--- config.mk ---
export PLATFORM = sky130hd
export DESIGN_NAME = mips_pc_sequencer
export DESIGN_NICKNAME = d
export VERILOG_FILES = /design/src/rtl/mips_pkg.sv /design/src/rtl/mips_pc_sequencer.sv
export SDC_FILE = /design/constraint.sdc
export NUM_CORES = 1
export LEC_CHECK = 0
export ABC_AREA = 1
export CORE_MARGIN = 8
export CORE_UTILIZATION = 47
export CTS_CLUSTER_DIAMETER = 150
export DETAILED_ROUTE_END_ITERATION = 16
export GPL_TIMING_DRIVEN = 0
export PLACE_DENSITY = 0.95
export SKIP_CTS_REPAIR_TIMING = 1
export SLEW_MARGIN = 30
export SYNTH_ARGS = -nofsm -noshare
export SYNTH_HDL_FRONTEND = slang
export SYNTH_SLANG_ARGS = --single-unit
--- constraint.sdc ---
create_clock -name clk -period 9.85 [get_ports clk]
set_input_delay 2.4625 -clock clk [delete_from_list [all_inputs] [get_ports clk]]
set_output_delay 2.4625 -clock clk [all_outputs]
set_load 0.02 [all_outputs]
--- src/rtl/mips_pkg.sv ---
// rtl/mips_pkg.sv - shared types and constants for the MIPS PC sequencer
//
// Purpose: sequencer state encoding, the default reset and halt addresses,
// and the instruction word width, shared by RTL and bench.
package mips_pkg;

  localparam int          INSTR_W              = 32;
  localparam logic [31:0] DEFAULT_RESET_VECTOR = 32'hBFC0_0000;
  localparam logic [31:0] DEFAULT_HALT_ADDR    = 32'h0000_0000;

  typedef enum logic [1:0] {
    ST_FETCH    = 2'd0,
    ST_EXEC     = 2'd1,
    ST_MEM_WAIT = 2'd2,
    ST_HALT     = 2'd3
  } seq_state_e;

endpackage

--- src/rtl/mips_pc_sequencer.sv ---
// rtl/mips_pc_sequencer.sv - fetch/execute sequencer and PC/delay-slot registers
//
// Purpose: steps a multi-cycle MIPS core through FETCH -> EXEC (-> MEM_WAIT)
// and retires one instruction per pass, tracking the branch delay slot.
// Configuration macro: ALIGN_CHECK_EN (halt with fault on misaligned redirect).
//
// Ports:
//   clk, reset, clk_enable  - clock, sync active-high reset, global enable
//   waitrequest             - memory not ready for fetch or data access
//   instr_readdata          - fetched instruction word
//   mem_access              - current instruction is a load/store
//   redirect, redirect_target - taken branch/jump and its target
//   instr_address           - current PC
//   ir                      - latched instruction register
//   delay_slot              - next PC to fetch
//   link_address            - delay_slot + 4
//   fetch, commit, active, fault - status strobes
module mips_pc_sequencer
  import mips_pkg::*;
#(
  parameter int                ADDR_W       = 32,
  parameter logic [ADDR_W-1:0] RESET_VECTOR = ADDR_W'(DEFAULT_RESET_VECTOR),
  parameter logic [ADDR_W-1:0] HALT_ADDR    = ADDR_W'(DEFAULT_HALT_ADDR)
) (
  input  logic               clk,
  input  logic               reset,
  input  logic               clk_enable,
  input  logic               waitrequest,
  input  logic [INSTR_W-1:0] instr_readdata,
  input  logic               mem_access,
  input  logic               redirect,
  input  logic [ADDR_W-1:0]  redirect_target,
  output logic [ADDR_W-1:0]  instr_address,
  output logic [INSTR_W-1:0] ir,
  output logic [ADDR_W-1:0]  delay_slot,
  output logic [ADDR_W-1:0]  link_address,
  output logic               fetch,
  output logic               commit,
  output logic               active,
  output logic               fault
);

  localparam logic [ADDR_W-1:0] WORD = ADDR_W'(4);

  seq_state_e         state_q;
  logic [ADDR_W-1:0]  pc_q;
  logic [ADDR_W-1:0]  ds_q;
  logic [ADDR_W-1:0]  ds_d;
  logic [INSTR_W-1:0] ir_q;
  logic               retire;
  logic               misaligned;

  // A non-memory instruction retires in its first EXEC cycle whatever
  // waitrequest says; a memory one retires once waitrequest drops.
  assign retire = ((state_q == ST_EXEC) && (!mem_access || !waitrequest)) ||
                  ((state_q == ST_MEM_WAIT) && !waitrequest);

  // Wraps modulo 2^ADDR_W naturally.
  assign ds_d = redirect ? redirect_target : ds_q + WORD;

`ifdef ALIGN_CHECK_EN
  logic fault_q;
  assign misaligned = redirect && (redirect_target[1:0] != 2'b00);
  assign fault      = fault_q;
`else
  assign misaligned = 1'b0;
  assign fault      = 1'b0;
`endif

  always_ff @(posedge clk) begin
    if (clk_enable) begin
      if (reset) begin
        state_q <= ST_FETCH;
        pc_q    <= RESET_VECTOR;
        ds_q    <= RESET_VECTOR + WORD;
        ir_q    <= '0;
`ifdef ALIGN_CHECK_EN
        fault_q <= 1'b0;
`endif
      end else begin
        case (state_q)
          ST_FETCH: begin
            if (!waitrequest) begin
              ir_q    <= instr_readdata;
              state_q <= ST_EXEC;
            end
          end
          ST_EXEC, ST_MEM_WAIT: begin
            if (retire) begin
              pc_q <= ds_q;
              if (misaligned) begin
                // Keep the delay slot so the offending branch can be inspected.
                state_q <= ST_HALT;
`ifdef ALIGN_CHECK_EN
                fault_q <= 1'b1;
`endif
              end else begin
                ds_q    <= ds_d;
                state_q <= (pc_q == HALT_ADDR) ? ST_HALT : ST_FETCH;
              end
            end else begin
              state_q <= ST_MEM_WAIT;
            end
          end
          ST_HALT: state_q <= ST_HALT;
          default: state_q <= ST_FETCH;
        endcase
      end
    end
  end

  // Reset and a disabled clock both suppress the write strobe.
  assign commit        = clk_enable && !reset && retire;
  assign fetch         = (state_q == ST_FETCH);
  assign active        = (state_q != ST_HALT);
  assign instr_address = pc_q;
  assign delay_slot    = ds_q;
  assign link_address  = ds_q + WORD;
  assign ir            = ir_q;

endmodule

# After elaboration in Yosys (flattened, before gate mapping)

Cells that the tools add are included.

Register bits after elaboration: 98
Input bits: 70
Output and inout port bits: 132
Word-level logic and storage cells: 40

$add $sub $neg: 1
Eq/ne operators: 6
Multiplexer cells: 11
Reductions and logical operators: 18

Operator list:

| operator                                                               | count |
|---|---|
| 32-bit 2-to-1 mux                                                      | 7 |
| 32-bit by 3-bit adder with 32-bit output (second input constant)       | 1 |
| 32-bit logical NOT                                                     | 1 |
| 2-bit 2-to-1 mux                                                       | 3 |
| 2-bit case mux with 3 select lines                                     | 1 |
| 3-bit AND reduction                                                    | 2 |
| 2-bit nonzero test                                                     | 3 |
| 2-bit equality test (second input constant)                            | 2 |
| 1-bit logical AND                                                      | 4 |
| 2-bit inequality test (second input constant)                          | 2 |
| 1-bit logical NOT                                                      | 3 |
| 3-bit inequality test (second input constant)                          | 1 |
| 2-bit by 1-bit equality test with 1-bit output (second input constant) | 1 |
| 2-bit logical NOT                                                      | 1 |
| 1-bit logical OR                                                       | 2 |
| 2-bit AND reduction                                                    | 1 |
| 2-bit OR reduction                                                     | 1 |

# Depth between registers and ports, before layout

Word-level depth: 6
Gate-level depth with buffers: 10
Mapped depth without buffers: 10

# Worst setup path before layout

OpenSTA, ideal clock, no wires.

Path kind: in2reg
From: input reset
To: register ds_q[0] (netlist: delay_slot[0]) (enable)
Arrival time: 6102 ps
Setup slack: 3241 ps
Cell stages on the path: 4
Path through: clkbuf_1 -> inv_1 -> clkbuf_1 -> a21oi_1

Word-level cells in the longest chain between the ends: 2

Ends and longest elaborated chain:

| element                         | line                    | text |
|---|---|---|
| start: declaration              | mips_pc_sequencer.sv:26 | `input logic reset,` |
| 2-bit nonzero test (no line)    | --                      |  |
| 3-bit AND reduction (no line) * | --                      |  |
| end signal: assignment          | mips_pc_sequencer.sv:75 | `ds_q <= RESET_VECTOR + WORD;` |
| end signal: assignment          | mips_pc_sequencer.sv:98 | `ds_q <= ds_d;` |
| end: declaration                | mips_pc_sequencer.sv:47 | `logic [ADDR_W-1:0] ds_q;` |

Every way passes the cells marked *; elsewhere a longest branch is shown, timed or not.
A chain may end at the register's enable or synchronous reset.

# Worst setup path after layout

From: input reset
To: output commit

Word-level cells in the longest chain between the ends: 3

Ends and longest elaborated chain:

| element                        | line                     | text |
|---|---|---|
| 1-bit logical NOT              | mips_pc_sequencer.sv:113 | `assign commit = clk_enable && !reset && retire;` |
| 1-bit logical AND (2 in a row) | mips_pc_sequencer.sv:113 |  |
| end: declaration               | mips_pc_sequencer.sv:38  | `output logic commit,` |

No other way between the ends.

==> results.py <==
metrics = {
    "status": {
        "status": "complete, no violations",
    },
    "clocking": {
        "clk_pin_slew_worst_paths_ps": 90,
        "htree_levels": 3,
        "cts.sinks": 98,
        "clk_path_buf_depth": 2,
        "cts_tree": "built",
        "cts-root-buf": "clkbuf_8",
        "clock_latency_ps": 370,
        "cts_buffers": 9,
    },
    "global_route": {
        "grt_pass1_vias": 4748,
        "grt_usage_pct": 22.9,
        "grt_start_max_net_pins": 23,
        "overflow": 0,
        "antenna_found_initial": 0,
        "grt_pass1_wl_mm": 25.6,
    },
    "layout": {
        "fin_cells": 946,
        "mostFrequentLayoutCell": "clkdlybuf4s50_1",
        "drive_gt1_share_pct": 5.33,
        "layout_common_cells": "clkdlybuf4s50_1, nor2_1, nand2_1",
        "fin_area_um2": 7520,
        "fin_nets": 876,
        "syn2layout_area_growth_pct": 47.6,
        "diodes": 0,
    },
    "synth": {
        "synth.distinct_cells": 29,
        "async_flop_share_pct": 0,
        "synthFlopType": "edfxtp_1",
        "synth_nets": 662,
        "yosys_warnings": 0,
        "syn_avg_cell_area_um2": 8.68,
        "synth_edf_count": 98,
        "ys_ff_latch": 98,
        "syn_area_um2": 5090,
        "ys_seq_area_share_pct": 57.8,
        "syn_inst": 587,
    },
    "timing": {
        "max-slew-margin-rel_pct": 59.5,
        "finalHoldViolations": 0,
        "fin_setup_tns_ps": 0,
        "slew_viol_final": 0,
        "fin_skew_ps": 9.19,
        "worst_pin_slew_ps": 608,
        "setup_violations": 0,
        "fin_crit_ps": 6630,
        "rsz0062_at_grt": "false",
        "clock.fmax_ghz": 0.151,
        "final.period_utilization_pct": 67.3,
    },
    "floorplanning": {
        "coreArea_um2": 10700,
        "initial_core_util_pct": 47.6,
        "die_h_um": 120,
        "io_pins": 202,
        "num_rows": 38,
        "dieArea_um2": 14400,
        "die_x_um": 120,
    },
    "detailed_routing": {
        "drt_iter0_drc": 399,
        "drc": 0,
        "first_pass_iters": 5,
        "wl_per_cell_um": 17.5,
        "avgViaCountPerCell": 4.99,
        "ant_nets": 0,
        "vias": 4717,
        "totalWireLength_mm": 16.6,
    },
    "placed_design": {
        "port_buffers": 199,
        "gp_congestion": 0.918,
        "dp_hpwl_mm": 13.4,
        "dp.cells": 930,
        "place_area_um2": 7350,
    },
    "setup_path": {
        "startpoint_type": "input pin",
        "worstSetupPathType": "input pin to output port",
        "worst_ep_arrival_time_ps": 4170,
        "worst-path-max-fanout": 10,
        "cp.required_ps": 7390,
        "slowest_stage": "clkdlybuf4s50_1",
        "end_kind": "output port",
        "crit_top_cell": "clkbuf_1",
        "slowest_delay_ps": 550,
        "path_cells": "clkbuf_1, clkbuf_1, clkbuf_1, nor2_1, clkdlybuf4s50_1",
    },
    "power": {
        "peakVddDrop_v": 0.0000820,
        "p_leak_nw": 3.12,
        "power_density_nw_per_um2": 138,
    },
    "worst_hold_path": {
        "hp-class": "flop to flop",
    },
    "flow_run": {
        "cap_violations": 0,
    },
}
## metal layers
layer / GRT usage [%] / vias to the layer above / wire [um]
li1: - / 2244 / -
met1: 26.8 / 2203 / 6230
met2: 39.7 / 228 / 8420
met3: 4.18 / 42 / 1400
met4: 10.9 / 0 / 542
met5: 0 / - / 0
## power breakdown
group / internal (W) / total (W) / leakage, nW / switching, W
clock network: 0.0000926 / 0.000237 / 0.0868 / 0.000144
registers: 0.000501 / 0.000524 / 0.932 / 0.0000236
logic: 0.000122 / 0.000276 / 2.10 / 0.000153
total: 0.000715 / 0.00104 / 3.12 / 0.000321
## synthesized netlist by cell type (2+ instances only)
master | count | area [um2]
a21oi_1 | 15 | 75.1
and2_1 | 2 | 12.5
buf_1 | 3 | 11.3
buf_4 | 3 | 22.5
clkbuf_1 | 11 | 41.3
edfxtp_1 | 98 | 2940
ha_1 | 5 | 62.6
inv_1 | 98 | 368
nand2_1 | 118 | 443
nand2_2 | 3 | 18.8
nand3_1 | 11 | 55.1
nand3_2 | 3 | 30.0
nand4_1 | 4 | 25.0
nor2_1 | 153 | 574
nor2_2 | 6 | 37.5
nor2_4 | 2 | 22.5
o21ai_0 | 19 | 95.1
o21ai_1 | 6 | 30.0
xor2_1 | 17 | 149
## worst max-delay path, delay by kind of cell
family / cells / cell delay, ps
buffers and inverters: 4 / 1590
AND/OR/NAND/NOR: 1 / 100
## through the flow
stage	hold slack [ps]	setup slack, ps	power [W]	util (%)
floorplan	692	3240	0.000662	-
global placement	571	1810	0.000796	67.9
detailed placement	601	3230	0.000809	68.7
CTS	630	3210	0.00104	70.3
global route	653	3080	0.00108	70.3
finish	629	3220	0.00104	70.3
## final timing paths
check / slack [ps] / end / cells after the start / start
worst max register to register: 7800 / delay_slot[16]$_SDFFCE_PP0P_ / 7 / state_q[1]$_SDFFCE_PP0P_
worst min register to register: 630 / instr_address[31]$_SDFFCE_PP1P_ / 2 / delay_slot[31]$_SDFFCE_PP1P_
worst max-delay path: 3220 / commit / 5 / reset
worst min-delay path: 630 / instr_address[31]$_SDFFCE_PP1P_ / 2 / delay_slot[31]$_SDFFCE_PP1P_
## sequential cells by signal, indices dropped and copies added (netlist names)
signal,flops
delay_slot,32
instr_address,32
ir,32
state_q,2
## cell families after synthesis
family | count (synthesis) | share of synthesized area [%]
simple gates | 303 | 24.0
buf+inv | 120 | 9.43
flops | 98 | 57.8
compound gates | 42 | 4.20
xor+xnor | 18 | 3.24
fa+ha+maj | 5 | 1.23
other cells | 1 | 0.0736
## cell type report
class	count	area (um2)
Clock buffer	10	128
Multi-Input combinational cell	369	1690
Inverter	100	375
Tap cell	140	175
Fill cell	785	3180
Timing Repair Buffer	203	2060
Clock inverter	6	40.0
Sequential cell	98	2940
Buffer	20	105
(Power assumes the default switching activity.)
